[src/rtl/video_timing_gen.sv]
// Raster timing generator: h/v counters, FIFO read strobe leading the visible pixel by RD_LEAD clocks.
// Optional VTG_UNDERFLOW_CNT_EN adds a saturating 16-bit underflow event counter.
module video_timing_gen #(
    parameter int H_ACTIVE = 640,
    parameter int H_FP     = 16,
    parameter int H_SYNC   = 96,
    parameter int H_BP     = 48,
    parameter int V_ACTIVE = 480,
    parameter int V_FP     = 10,
    parameter int V_SYNC   = 2,
    parameter int V_BP     = 33,
    parameter bit HS_POL   = 1'b0,
    parameter bit VS_POL   = 1'b0,
    parameter int RD_LEAD  = 1,
    parameter int XW       = 10,
    parameter int YW       = 10
) (
    input  logic          clk,
    input  logic          rst_n,
    input  logic          enable,
    input  logic          fifo_empty,
    input  logic          clr_underflow,
    output logic          rd_fifo,
    output logic          hsync,
    output logic          vsync,
    output logic          blank,
    output logic [XW-1:0] pixel_x,
    output logic [YW-1:0] pixel_y,
    output logic          frame_start,
    output logic          running,
`ifdef VTG_UNDERFLOW_CNT_EN
    output logic [15:0]   underflow_cnt,
`endif
    output logic          underflow
);
    localparam int H_TOTAL = H_ACTIVE + H_FP + H_SYNC + H_BP;
    localparam int V_TOTAL = V_ACTIVE + V_FP + V_SYNC + V_BP;
    localparam int HW = $clog2(H_TOTAL);
    localparam int VW = $clog2(V_TOTAL);

    localparam logic [HW-1:0] H_ACT_C  = HW'(H_ACTIVE);
    localparam logic [HW-1:0] HS_BEG_C = HW'(H_ACTIVE + H_FP);
    localparam logic [HW-1:0] HS_END_C = HW'(H_ACTIVE + H_FP + H_SYNC);
    localparam logic [HW-1:0] H_LAST_C = HW'(H_TOTAL - 1);
    localparam logic [VW-1:0] V_ACT_C  = VW'(V_ACTIVE);
    localparam logic [VW-1:0] VS_BEG_C = VW'(V_ACTIVE + V_FP);
    localparam logic [VW-1:0] VS_END_C = VW'(V_ACTIVE + V_FP + V_SYNC);
    localparam logic [VW-1:0] V_LAST_C = VW'(V_TOTAL - 1);

    generate
        if (XW < $clog2(H_ACTIVE) || YW < $clog2(V_ACTIVE)) begin : g_bad_width
            $fatal(1, "video_timing_gen: XW/YW too narrow for active area");
        end
        if (RD_LEAD < 0 || RD_LEAD > 3) begin : g_bad_lead
            $fatal(1, "video_timing_gen: RD_LEAD must be 0..3");
        end
    endgenerate

    typedef enum logic [1:0] {IDLE, RUN, IDLE_PEND} state_t;

    typedef struct packed {
        logic          hs;
        logic          vs;
        logic          blank;
        logic [XW-1:0] x;
        logic [YW-1:0] y;
        logic          fs;
    } tim_t;

    localparam tim_t IDLE_T = '{hs: ~HS_POL, vs: ~VS_POL, blank: 1'b1,
                                x: '0, y: '0, fs: 1'b0};

    state_t        state;
    logic [HW-1:0] h;
    logic [VW-1:0] v;
    logic          act;
    logic          frame_end;
    tim_t          cur;
    tim_t          pipe [0:RD_LEAD];

    assign frame_end = (h == H_LAST_C) && (v == V_LAST_C);

    // Counter decode is gated by state so the held (0,0) in IDLE never looks active.
    always_comb begin
        cur = IDLE_T;
        act = 1'b0;
        if (state != IDLE) begin
            act       = (h < H_ACT_C) && (v < V_ACT_C);
            cur.hs    = (h >= HS_BEG_C && h < HS_END_C) ? HS_POL : ~HS_POL;
            cur.vs    = (v >= VS_BEG_C && v < VS_END_C) ? VS_POL : ~VS_POL;
            cur.blank = ~act;
            cur.x     = act ? XW'(h) : '0;
            cur.y     = act ? YW'(v) : '0;
            cur.fs    = act && (h == '0) && (v == '0);
        end
    end

    always_ff @(posedge clk) begin
        if (!rst_n) begin
            state     <= IDLE;
            h         <= '0;
            v         <= '0;
            rd_fifo   <= 1'b0;
            running   <= 1'b0;
            underflow <= 1'b0;
            for (int i = 0; i <= RD_LEAD; i++) pipe[i] <= IDLE_T;
        end else begin
            case (state)
                IDLE:      if (enable && !fifo_empty) state <= RUN;
                RUN:       if (!enable) state <= IDLE_PEND;
                IDLE_PEND: if (enable) state <= RUN;
                           else if (frame_end) state <= IDLE;
                default:   state <= IDLE;
            endcase
            if (state != IDLE) begin
                if (h == H_LAST_C) begin
                    h <= '0;
                    v <= (v == V_LAST_C) ? '0 : v + 1'b1;
                end else begin
                    h <= h + 1'b1;
                end
            end
            rd_fifo   <= act;
            running   <= (state != IDLE);
            underflow <= (rd_fifo && fifo_empty) || (underflow && !clr_underflow);
            pipe[0]   <= cur;
            for (int i = 1; i <= RD_LEAD; i++) pipe[i] <= pipe[i-1];
        end
    end

`ifdef VTG_UNDERFLOW_CNT_EN
    always_ff @(posedge clk) begin
        if (!rst_n) begin
            underflow_cnt <= '0;
        end else if (rd_fifo && fifo_empty) begin
            if (underflow_cnt != 16'hFFFF) underflow_cnt <= underflow_cnt + 16'd1;
        end else if (clr_underflow) begin
            underflow_cnt <= '0;
        end
    end
`endif

    assign hsync       = pipe[RD_LEAD].hs;
    assign vsync       = pipe[RD_LEAD].vs;
    assign blank       = pipe[RD_LEAD].blank;
    assign pixel_x     = pipe[RD_LEAD].x;
    assign pixel_y     = pipe[RD_LEAD].y;
    assign frame_start = pipe[RD_LEAD].fs;
endmodule

[config.mk]
export PLATFORM = sky130hd
export DESIGN_NAME = video_timing_gen
export DESIGN_NICKNAME = d
export VERILOG_FILES = /design/src/rtl/video_timing_gen.sv
export SDC_FILE = /design/constraint.sdc
export NUM_CORES = 1
export LEC_CHECK = 0
export CAP_MARGIN = 30
export CORE_ASPECT_RATIO = 1.4
export CORE_UTILIZATION = 54
export CTS_CLUSTER_DIAMETER = 80
export DETAILED_ROUTE_END_ITERATION = 10
export PLACE_DENSITY_LB_ADDON = 0.05
export SETUP_SLACK_MARGIN = 0.2
export SKIP_LAST_GASP = 1
export SYNTH_ARGS = -nofsm -noshare
export SYNTH_HDL_FRONTEND = slang
export SYNTH_SLANG_ARGS = --single-unit
[constraint.sdc]
create_clock -name clk -period 2.5 [get_ports clk]
set_input_delay 0.5 -clock clk [delete_from_list [all_inputs] [get_ports clk]]
set_output_delay 0.5 -clock clk [all_outputs]
set_load 0.02 [all_outputs]
==> qor.txt, run 1 <==
final instance area - 3134 um^2
wire length of the first global-routing pass - 7196 um
Area contributors post-synth - dfxtp_1 55%, and2_1 10%, buf_4 5.6%, xnor2_1 2.6%, a21oi_1 2.1%
Die Span Y - 85.36 um
port bufs - 31
total wire length - 4525 um
largest net degree at the start of global routing - 34
R2R Path End - v[5]$_SDFFE_PN0P_
Starting DRT DRC Count - 76
CTS tree - yes
antenna cells - 0
WP data required - 2.76 ns
register-to-register setup slack - 0.28 ns
GR Util All Layers - 18.89%
unrepaired setup endpoints after global routing - no
Die W - 61.54 um
num rows - 30
Int Power - 1.656 mW
crit path max fanout - 6
Hold Path Depth - 1
post-route ant nets - 0
GPL Wtd Cong - 0.8121
io pins - 32
Ys Warns - 0
share of cells above drive strength 1 - 10.24%
via/cell ratio - 5.062
CORE AREA - 4805 um^2
Crit Path Category - register to register
met1 Track Usage GR - 24.71%
H-tree depth - 3
Worst setup endpoint - v[5]$_SDFFE_PN0P_
NetSw - 0.4431 mW
vias in the first global route - 1,568
# hold bufs at CTS - 0
vias post-DR - 1,807
Seq/Total Area, Yosys - 54.53%
initial antenna violation count - 0
worst slew pin tran - 0.5357 ns
Maximum Capacitance Violations - 0
worst reg2reg startpoint - h[6]$_SDFFE_PN0P_
Clk pwr share - 41.1%
post-DP HPWL - 2881 um
crit path launch - h[6]$_SDFFE_PN0P_
power per standard cell area - 669.8 nW/um^2
Worst Setup Start Kind - register
M3 GR Usage - 6.402%
die area - 5253 um^2
post-synth top area share - 54.53%
fin nets - 297
Setup TNS Final - 0 ns
Global Route met2 Usage - 28.05%
Setup crit end kind - register
Final min period - 2.218 ns
Starting Density - 55.78%
Avg WL per Cell - 12.68 um
total congestion overflow - 0
Static Leakage - 1.164 nW
pre-CTS setup slack - 0.2796 ns
Reg power frac - 56.0%
fin. max-slew vios - 0
Switching Fraction - 21.11%
Reg clk slew, reported paths - 0.07 ns
placed cell area - 2893 um^2
Comb pwr share - 2.9%
Syn Inst Count - 269
Layout fillers - 437
CTS buffer count - 9
fmax - 450.8 MHz
final worst slack - 0.2820 ns
max_slew headroom - 64.16%
period utilization - 88.72%
Synth Net Count - 278
worst hold path class - register to register
library cells used by synthesis - 36
final setup vio count - 0
Worst-Skew Late Latency - 0.33 ns
clock skew - 0.005965 ns
clock sinks - 73
P&R area growth vs syn - 16.95%
path depth of the worst reg2reg path - 4
first drt pass iteration count - 4
final hold vios - 0
maximum buffer depth of the clock tree - 2
WP data arrival - 2.48 ns
post-synth top area cell - dfxtp_1
VDD IR max - 0.0006677 V
Avg Synthesized Cell Area - 9.963 um^2
GRT busiest layer - met2
root buffer selected by CTS - clkbuf_8
DRC Markers - 0
synthesized area - 2680 um^2
outcome - finished, final reports clean
Yosys reg bits - 73
final cells by class:
cell class / count / area, um^2 / area share, %
clock buffers: 11 / 131.4 / 4.192
clock inverters: 5 / 56.30 / 1.796
inverters: 9 / 33.78 / 1.078
multi-input cells: 157 / 996.0 / 31.78
flip-flops and latches: 73 / 1470 / 46.91
well taps: 64 / 80.08 / 2.555
repair buffers: 38 / 366.6 / 11.70
stage by stage:
| stage | util (%) | cells | power (mW) | hold WS [ns] |
|---|---|---|---|---|
| finish | 65.23 | 357 | 2.099 | 0.4064 |
| detailed placement | 60.21 | 336 | 1.266 | 0.3966 |
| global route | 65.23 | 357 | 2.188 | 0.4443 |
| CTS | 64.11 | 352 | 2.126 | 0.4128 |
| floorplan | - | 269 | 1.238 | 0.3863 |
| global placement | 60.21 | 336 | 1.265 | 0.3888 |
Yosys cell counts:
cell type  instances
o21ai_0            6
o21ai_1            1
or3_1              5
nor2_1            11
nand3_1            6
or4_4              1
buf_4             20
nand2_1           13
a21oi_1           11
and3_1             3
and4_1             3
inv_1              9
nor4b_1            3
nor2b_1            2
clkbuf_1           9
and2_1            43
nand4_1            6
o2111ai_1          1
nor3_1             2
a21boi_1           1
nand2b_1           6
xnor2_1            8
nor3b_1            1
a21boi_0           1
o31ai_1            3
xor2_1             2
o41ai_1            1
or4b_4             1
or4_1              4
ha_1               4
buf_6              2
conb_1             1
dfxtp_1           73
or2_2              1
or3b_2             1
nor4_1             4
routing by layer:
| metal | routed length (um) | vias up | part of all wire, % |
|---|---|---|---|
| met2 | 2175 | 66 | 48 |
| li1 | - | 916 | - |
| met5 | 0 | - | 0 |
| met4 | 63 | 0 | 1.4 |
| met3 | 261 | 6 | 5.8 |
| met1 | 2023 | 819 | 45 |
critical path: stages, from the launching register on:
cell and delay, ns:
dfxtp_4 0.36, or4b_4 0.56, or4_4 0.56, or4_1 0.52, a21oi_1 0.15
flip-flops by register name, summed over array words and instances (netlist names):
| register | count |
|---|---|
| h | 10 |
| state | 2 |
| v | 10 |
| pipe | 48 |
| underflow | 1 |
| running | 1 |
| rd_fifo | 1 |
kinds of logic after synthesis:
family	after synthesis	synth area share, %
adders and majority gates	4	1.867
AOI/OAI and AO/OA	25	5.416
and+or+nand+nor	116	25.82
DFF	73	54.53
other	1	0.1399
xor gates and xnor gates	10	3.268
buffers and inverters	40	8.963
placed cells by master, fill, tap and decap left out, drive strengths merged, types with 6 or more instances in the layout:
| cell | count |
|---|---|
| nand2b | 6 |
| o21ai | 7 |
| buf | 7 |
| clkdlybuf4s50 | 31 |
| nand3 | 6 |
| inv | 9 |
| clkbuf | 11 |
| or4 | 6 |
| nand2 | 13 |
| and2 | 43 |
| xnor2 | 8 |
| a21oi | 11 |
| nor2 | 11 |
| nand4 | 6 |
| dfxtp | 73 |
worst min-delay path by stage:
stage / endpoint / startpoint / slack (ns)
6_report: pipe[0][45]$_SDFF_PN1_ / pipe[0][21]$_SDFF_PN1_ / 0.41
5_1_grt: pipe[0][45]$_SDFF_PN1_ / pipe[0][21]$_SDFF_PN1_ / 0.44
4_1_cts: pipe[0][45]$_SDFF_PN1_ / pipe[0][21]$_SDFF_PN1_ / 0.41
3_5_place_dp: pipe[0][45]$_SDFF_PN1_ / pipe[0][21]$_SDFF_PN1_ / 0.40
3_3_place_gp: pipe[0][45]$_SDFF_PN1_ / pipe[0][21]$_SDFF_PN1_ / 0.39
2_1_floorplan: pipe[0][45]$_SDFF_PN1_ / pipe[0][21]$_SDFF_PN1_ / 0.39
power by group through the flow:
stage                     combinational [mW]  clock (mW)  sequential, mW
after floorplan                       0.0311           0            1.21
after global placement                0.0606           0            1.20
after detailed placement              0.0613           0            1.20
after CTS                             0.0616       0.887            1.18
after global routing                  0.0681       0.944            1.18
final                                 0.0607       0.863            1.18
what timing repair did:
action / 4_1_cts / 5_1_grt
gates resized for setup: 0 / 9
setup buffers: 0 / 4
setup endpoints to repair: 0 / 3
Power figures use the tool's default switching activity.
==> inputs of run 2 (changes only) <==
Settings changed: CAP_MARGIN 30 to unset.
==> results of run 2 <==
The final DEF is identical to that of run 1; final timing and power are the same.
